===== src/rtl/bcd_pkg.sv =====
// rtl/bcd_pkg.sv - shared BCD digit type, limits and increment helper
package bcd_pkg;

  typedef logic [3:0] bcd_digit_t;

  localparam bcd_digit_t BCD_MAX = 4'd9;
  localparam bcd_digit_t BCD_MIN = 4'd0;

  // Returns {carry, next_digit}; anything at or above 9 wraps to 0 with carry.
  function automatic logic [4:0] bcd_inc(input bcd_digit_t d);
    logic carry;
    carry = (d >= BCD_MAX);
    return {carry, carry ? BCD_MIN : bcd_digit_t'(d + 4'd1)};
  endfunction

endpackage


===== src/rtl/up_counter.sv =====
// rtl/up_counter.sv - single BCD digit up counter with preset load
module up_counter
  import bcd_pkg::*;
(
  input  logic       clk,
  input  logic       resetN,
  input  logic       loadN,
  input  logic       ena,
  input  logic       ena_cnt,
  input  bcd_digit_t datain,
  output bcd_digit_t count,
  output logic       tc
);

  logic [4:0] inc_result;

  assign inc_result = bcd_inc(count);
  assign tc         = (count == BCD_MAX);

  always_ff @(posedge clk) begin
    if (!resetN) begin
      count <= BCD_MIN;
    end else if (!loadN) begin
      count <= datain;
    end else if (ena && ena_cnt) begin
      count <= inc_result[3:0];
    end
  end

endmodule


===== src/rtl/bcd_up_counter.sv =====
// rtl/bcd_up_counter.sv - two-digit BCD up counter 00..99 with wrap/saturate and overflow pulse
module bcd_up_counter
  import bcd_pkg::*;
#(
  parameter bcd_digit_t datainL = 4'h0,
  parameter bcd_digit_t datainH = 4'h0,
  parameter bit         WRAP    = 1'b1
) (
  input  logic       clk,
  input  logic       resetN,
  input  logic       loadN,
  input  logic       ena,
  input  logic       ena_cnt,
  output bcd_digit_t countL,
  output bcd_digit_t countH,
  output logic       tc,
  output logic       overflow
);

  if (datainL > BCD_MAX || datainH > BCD_MAX) begin : g_bad_preset
    $error("bcd_up_counter: preset digits must be 0..9");
  end

  logic tclow;
  logic tchigh;
  logic ena_cnt_eff;

  // In saturate mode a tick at 99 is swallowed so neither digit moves.
  assign ena_cnt_eff = ena_cnt && !(tc && !WRAP);

  up_counter u_low (
    .clk     (clk),
    .resetN  (resetN),
    .loadN   (loadN),
    .ena     (ena),
    .ena_cnt (ena_cnt_eff),
    .datain  (datainL),
    .count   (countL),
    .tc      (tclow)
  );

  up_counter u_high (
    .clk     (clk),
    .resetN  (resetN),
    .loadN   (loadN),
    .ena     (ena),
    .ena_cnt (tclow && ena_cnt_eff),
    .datain  (datainH),
    .count   (countH),
    .tc      (tchigh)
  );

  assign tc = tclow && tchigh;

  always_ff @(posedge clk) begin
    if (!resetN) begin
      overflow <= 1'b0;
    end else begin
      overflow <= loadN && ena && ena_cnt && tc && WRAP;
    end
  end

endmodule


===== config.mk =====
export PLATFORM = sky130hd
export DESIGN_NAME = bcd_up_counter
export DESIGN_NICKNAME = d
export VERILOG_FILES = /design/src/rtl/bcd_pkg.sv /design/src/rtl/up_counter.sv /design/src/rtl/bcd_up_counter.sv
export SDC_FILE = /design/constraint.sdc
export NUM_CORES = 1
export LEC_CHECK = 0
export CELL_PAD_IN_SITES_DETAIL_PLACEMENT = 0
export CELL_PAD_IN_SITES_GLOBAL_PLACEMENT = 1
export CORE_MARGIN = 4
export CORE_UTILIZATION = 32
export CTS_BUF_LIST = sky130_fd_sc_hd__clkbuf_16
export DETAILED_ROUTE_END_ITERATION = 8
export GPL_ROUTABILITY_DRIVEN = 0
export PLACE_DENSITY_LB_ADDON = 0.25
export SLEW_MARGIN = 25
export SYNTH_ARGS = -nofsm -noshare
export SYNTH_HDL_FRONTEND = slang
export SYNTH_SLANG_ARGS = --single-unit

===== constraint.sdc =====
create_clock -name clk -period 1.7 [get_ports clk]
set_input_delay 0.51 -clock clk [delete_from_list [all_inputs] [get_ports clk]]
set_output_delay 0.51 -clock clk [all_outputs]
set_load 0.1 [all_outputs]

; Yosys cells after proc, flatten, opt, wreduce, memory -nomap -nowiden
; Cells that the tools add are included.
[classes]
addsub = 2
n_lt_le_gt_ge = 2
n_eq_ne = 2
n_mux = 2
n_reduce_logical = 8
[op_table]
columns = cell, n
row1 = "4-bit by 1-bit adder with 4-bit output, second input constant", 2
row2 = "4-bit equality test, second input constant", 2
row3 = "4-bit >= comparator, second input constant", 2
row4 = 4-bit two-way mux, 2
row5 = 1-bit logical AND, 7
row6 = 2-bit AND reduction, 1
[word_totals]
register_bits = 9
input_bits = 5
out_inout_bits = 10
wordCells = 19

; Longest topological paths before layout
[logic_depth]
word_depth = 3
mapped_depth = 5
ltp_nobuf = 5

; Modules after synthesis
; A second synthesis with hierarchy kept.
[hier_totals]
hier_cells = 81
area_unflattened_um2 = 666.9
[modules_own_cells]
columns = mod, n_inst, cells_per_inst, area_each_um2, seq_area_each_um2
row1 = up_counter, 2, 37, 309.0, 80.1
row2 = bcd_up_counter, 1, 7, 48.8, 20.0

; Least setup slack after synthesis
; OpenSTA, ideal clock, no wires.
[synth_path]
kind = reg2out
from = reg u_low.count[0]
to = out tc
arrival_ns = 3.600
t_required_ns = 1.190
setup_slack_ns = -2.410
stages_incl_launch_ff = 5
path_buffers = 0
path_cell_list = dfxtp_1 > ha_1 > and2b_4 > nand2_1 > nor3_1
[synth_between]
elab_chain_len = 2
[synth_rtl]
columns = item, line
row1 = start: declaration, up_counter.sv:11  ; output bcd_digit_t count,
row2 = start signal: assignment, up_counter.sv:24  ; count <= datain;
row3 = start signal: assignment, up_counter.sv:26  ; count <= inc_result[3:0];
row4 = 4-bit equality test, up_counter.sv:18  ; assign tc = (count == BCD_MAX);
row5 = 1-bit logical AND, bcd_up_counter.sv:53  ; assign tc = tclow && tchigh;
row6 = end: declaration, bcd_up_counter.sv:16  ; output logic tc,
; No other way between the ends.

; Worst setup path after layout
[layout_path]
from = reg u_low.count[1]
to = out tc
; Same word-level chain as after synthesis.

==> results.md <==
- Unrepaired setup endpoints after global routing: yes
- PD cells: roughly 670 mW/mm^2
- Worst reg2reg path startpoint: u_low.count[0]
- #FFs+latches synth: 9
- Area Overhead vs Synth: 95.37%
- Worst Setup SP: u_low.count[1]
- Number of I/O port buffers: 14
- Worst skew pair latency: 230 ps
- Core Box Area: between 0.0015 and 0.002 mm^2
- YS warnings: 0
- Max VDD drop: roughly 0.00042 V
- Final routed wirelength across all metal layers: between 1000 and 1500 um
- Site row count: 14
- Min setup slack post-route: -115.1 ps
- Avg Synthesized Cell Area: 8.550 um^2
- Worst clock skew: about 1.2 ps
- Largest net degree at the start of global routing: 8
- Cell Chain, Critical Path: inv_4 > ha_4 > and2b_4 > nand2_2 > nor3_4 > buf_12
- DRT iter0 DRCs: 2
- Total global routing track utilization: a little over an eighth
- Violations in the final reports: setup timing
- Most frequent cells in the layout: buf_4, buf_12
- Element type at the critical path start: flip-flop
- Required @ worst endpoint: 1190 ps
- Portion of synthesized cell area occupied by the leading cell type: 35.12%
- Clock tree from TritonCTS: done
- Start-to-end type of the worst setup path: reg -> out
- Count of cell types in the netlist: 23
- Area of the mapped netlist: roughly 500 um^2
- Master cell of the clock root buffer: clkbuf_16
- Pre-CTS setup slack: -47.63 ps
- Crit share post-route: 106.8%
- Library cell with the largest summed area after synthesis: dfxtp_1
- Max-cap viol count: 0
- Final-report setup violation count: 1
- Vias per std cell: 5.094
- # diodes: 0
- Largest cells by area after synthesis: dfxtp_1, ha_1, o2111ai_1
- Final ANT Viol Nets: 0
- Number of iterations in the first detailed-routing pass: 4
- Vert. Die Dim: between 40 and 50 um
- Max incr delay on CP: between 300 and 400 ps
- Number of nets in the layout: 102
- Outcome: finished, violations left
- Maximum clock frequency: 550.9 MHz
- Via count of the routed design: 540
- Type of the tightest min-delay check: reg -> reg
- Transition time at the pin with the least slew margin: 377.7 ps
- Number of filler instances in the final layout: roughly 110
- Global-route wire length before repair: ~2100 um
- Crit path max-delay cell type: dfxtp_4
- Reg2Reg Setup Slack: 400 ps
- Final count of hold timing violations: 0
- Remaining max-slew budget at the tightest pin: between 70% and 80%
- Net Count, Synth: a little over 70
- Fin crit period: between 1500 and 2000 ps
- Starting density of the core: 34.05%
- Worst-path fanout max: 2
- Total clock buffers created by CTS: 3
- Arrival @ worst endpoint: ~1300 ps
- Synth Instances: 60
- Total number of clock tree sinks: 9
- End of the worst register-to-register path: u_low.count[1]
- Total DRC errors in the routed layout: 0
- Reg2reg path depth: 7
- Die X: just under 50 um
- Count of pins on the block boundary: 15
- Routed WL per cell: 11.97 um
- Maximum clock insertion buffer count: 2
- Capturing element of the worst setup path: tc
- Post-DP HPWL: a little over 1000 um
- Most common library cell in the layout ignoring fill and taps: buf_4
- Residual overflow from global routing: 0
- Share of post-route cells with drive strength above 1: 46.67%
- Vias in the first global route: a little over 500
- Minimum hold slack: around 540 ps
- Part of the Yosys area used for sequential elements: 35.12%
- CTS H-Tree Depth: 1
- Critical Path End Type: primary output
- Hold-fix buffers, CTS: 0
- Max Transition Viols Final: 0
- Clock Pin Slew Worst Setup and Hold Paths: ~40 ps
- Number of antenna violations at the first check in global routing: 0
- Power Total: ~0.67 mW
- Die Footprint: 0.002308 mm^2
- Static leakage: between 0.3 and 0.4 nW
cell type report:
cell class / instances / area [um^2] / share of cell area, %
well taps: 16 / 20.02 / 1.998
flip-flops and latches: 9 / 196.4 / 19.60
repair buffers: 26 / 330.3 / 32.96
inverters: 5 / 21.27 / 2.122
clock inverters: 1 / 3.754 / 0.3745
clock buffers: 3 / 75.07 / 7.491
multi-input cells: 46 / 355.3 / 35.46
worst max-delay path, delay by kind of cell (launching register included):
kind	cells	cell delay [ps]
AND/OR/NAND/NOR	3	360
adder cells (fa/ha/maj)	1	120
flip-flops	1	340
buffers and inverters	2	250
metrics by stage:
step | area, um^2 | utilization (%) | TNS (ps) | cells
after floorplan | 555.5 | - | -590.8 | 60
after global placement | 883.3 | 58.64 | 0 | 99
after detailed placement | 883.3 | 58.64 | -49.32 | 99
after CTS | 1002 | 66.53 | -124.5 | 106
after global routing | 1002 | 66.53 | -161.8 | 106
final | 1002 | 66.53 | -115.1 | 106
how the worst min path moves through the flow:
| stage | start | endpoint | slack, ps | depth (start not counted) |
|---|---|---|---|---|
| after floorplan | u_low.count[1] | u_low.count[1] | 620 | 2 |
| after global placement | u_high.count[1] | u_high.count[1] | 510 | 2 |
| after detailed placement | u_high.count[0] | u_high.count[0] | 530 | 2 |
| after CTS | u_high.count[0] | u_high.count[0] | 550 | 2 |
| after global routing | u_high.count[0] | u_high.count[0] | 570 | 2 |
| final | u_high.count[3] | overflow | 540 | 2 |
logic make-up (layout without fill, tap and decap cells):
kind of cell / count (synthesis) / after routing / synth area share, %
simple gates: 25 / 25 / 26.83
compound gates: 13 / 13 / 16.34
flops: 9 / 9 / 35.12
fa+ha+maj: 6 / 6 / 14.63
buf+inv: 5 / 35 / 3.659
xor+xnor: 2 / 2 / 3.415
cell usage after synthesis:
| master | n |
|---|---|
| nor3b_2 | 1 |
| dfxtp_1 | 9 |
| nand2b_1 | 1 |
| xnor2_1 | 1 |
| nor3b_1 | 1 |
| a31oi_1 | 2 |
| and2b_4 | 1 |
| nand2_1 | 6 |
| o21bai_1 | 1 |
| ha_1 | 6 |
| nor4_1 | 2 |
| nor3_1 | 2 |
| nor2b_1 | 1 |
| o2111ai_1 | 3 |
| and3_2 | 1 |
| xor2_1 | 1 |
| a21oi_1 | 4 |
| inv_1 | 5 |
| and3_1 | 2 |
| o31ai_1 | 1 |
| nand3_1 | 3 |
| o21ai_0 | 2 |
| nor2_1 | 4 |
flip-flops by register name (all words and copies together), names as in the netlist:
signal,cells
overflow,1
u_high.count,4
u_low.count,4
per-layer routing:
metal | wire length [um] | share of wire, % | vias up | track usage (%)
met1 | 538 | 42 | 249 | 15.74
li1 | - | - | 273 | -
met2 | 654 | 52 | 14 | 21.64
met4 | 19 | 1.5 | 0 | 9.140
met5 | 0 | 0 | - | 0
met3 | 56 | 4.4 | 4 | 3.759
repair_timing:
| item | in CTS | in global routing |
|---|---|---|
| resized for setup | 5 | 0 |
| pin swaps | 2 | 0 |
| buffers inserted | 3 | 0 |
| endpoints found under the setup margin | 1 | 1 |
power breakdown:
| part | internal [mW] | switching [mW] |
|---|---|---|
| Clock | 0.307 | 0.100 |
| Combinational | 0.0294 | 0.0264 |
| Sequential | 0.209 | 0.00114 |
| Total | 0.546 | 0.128 |
Note: power is estimated with default switching activity, not from simulation.
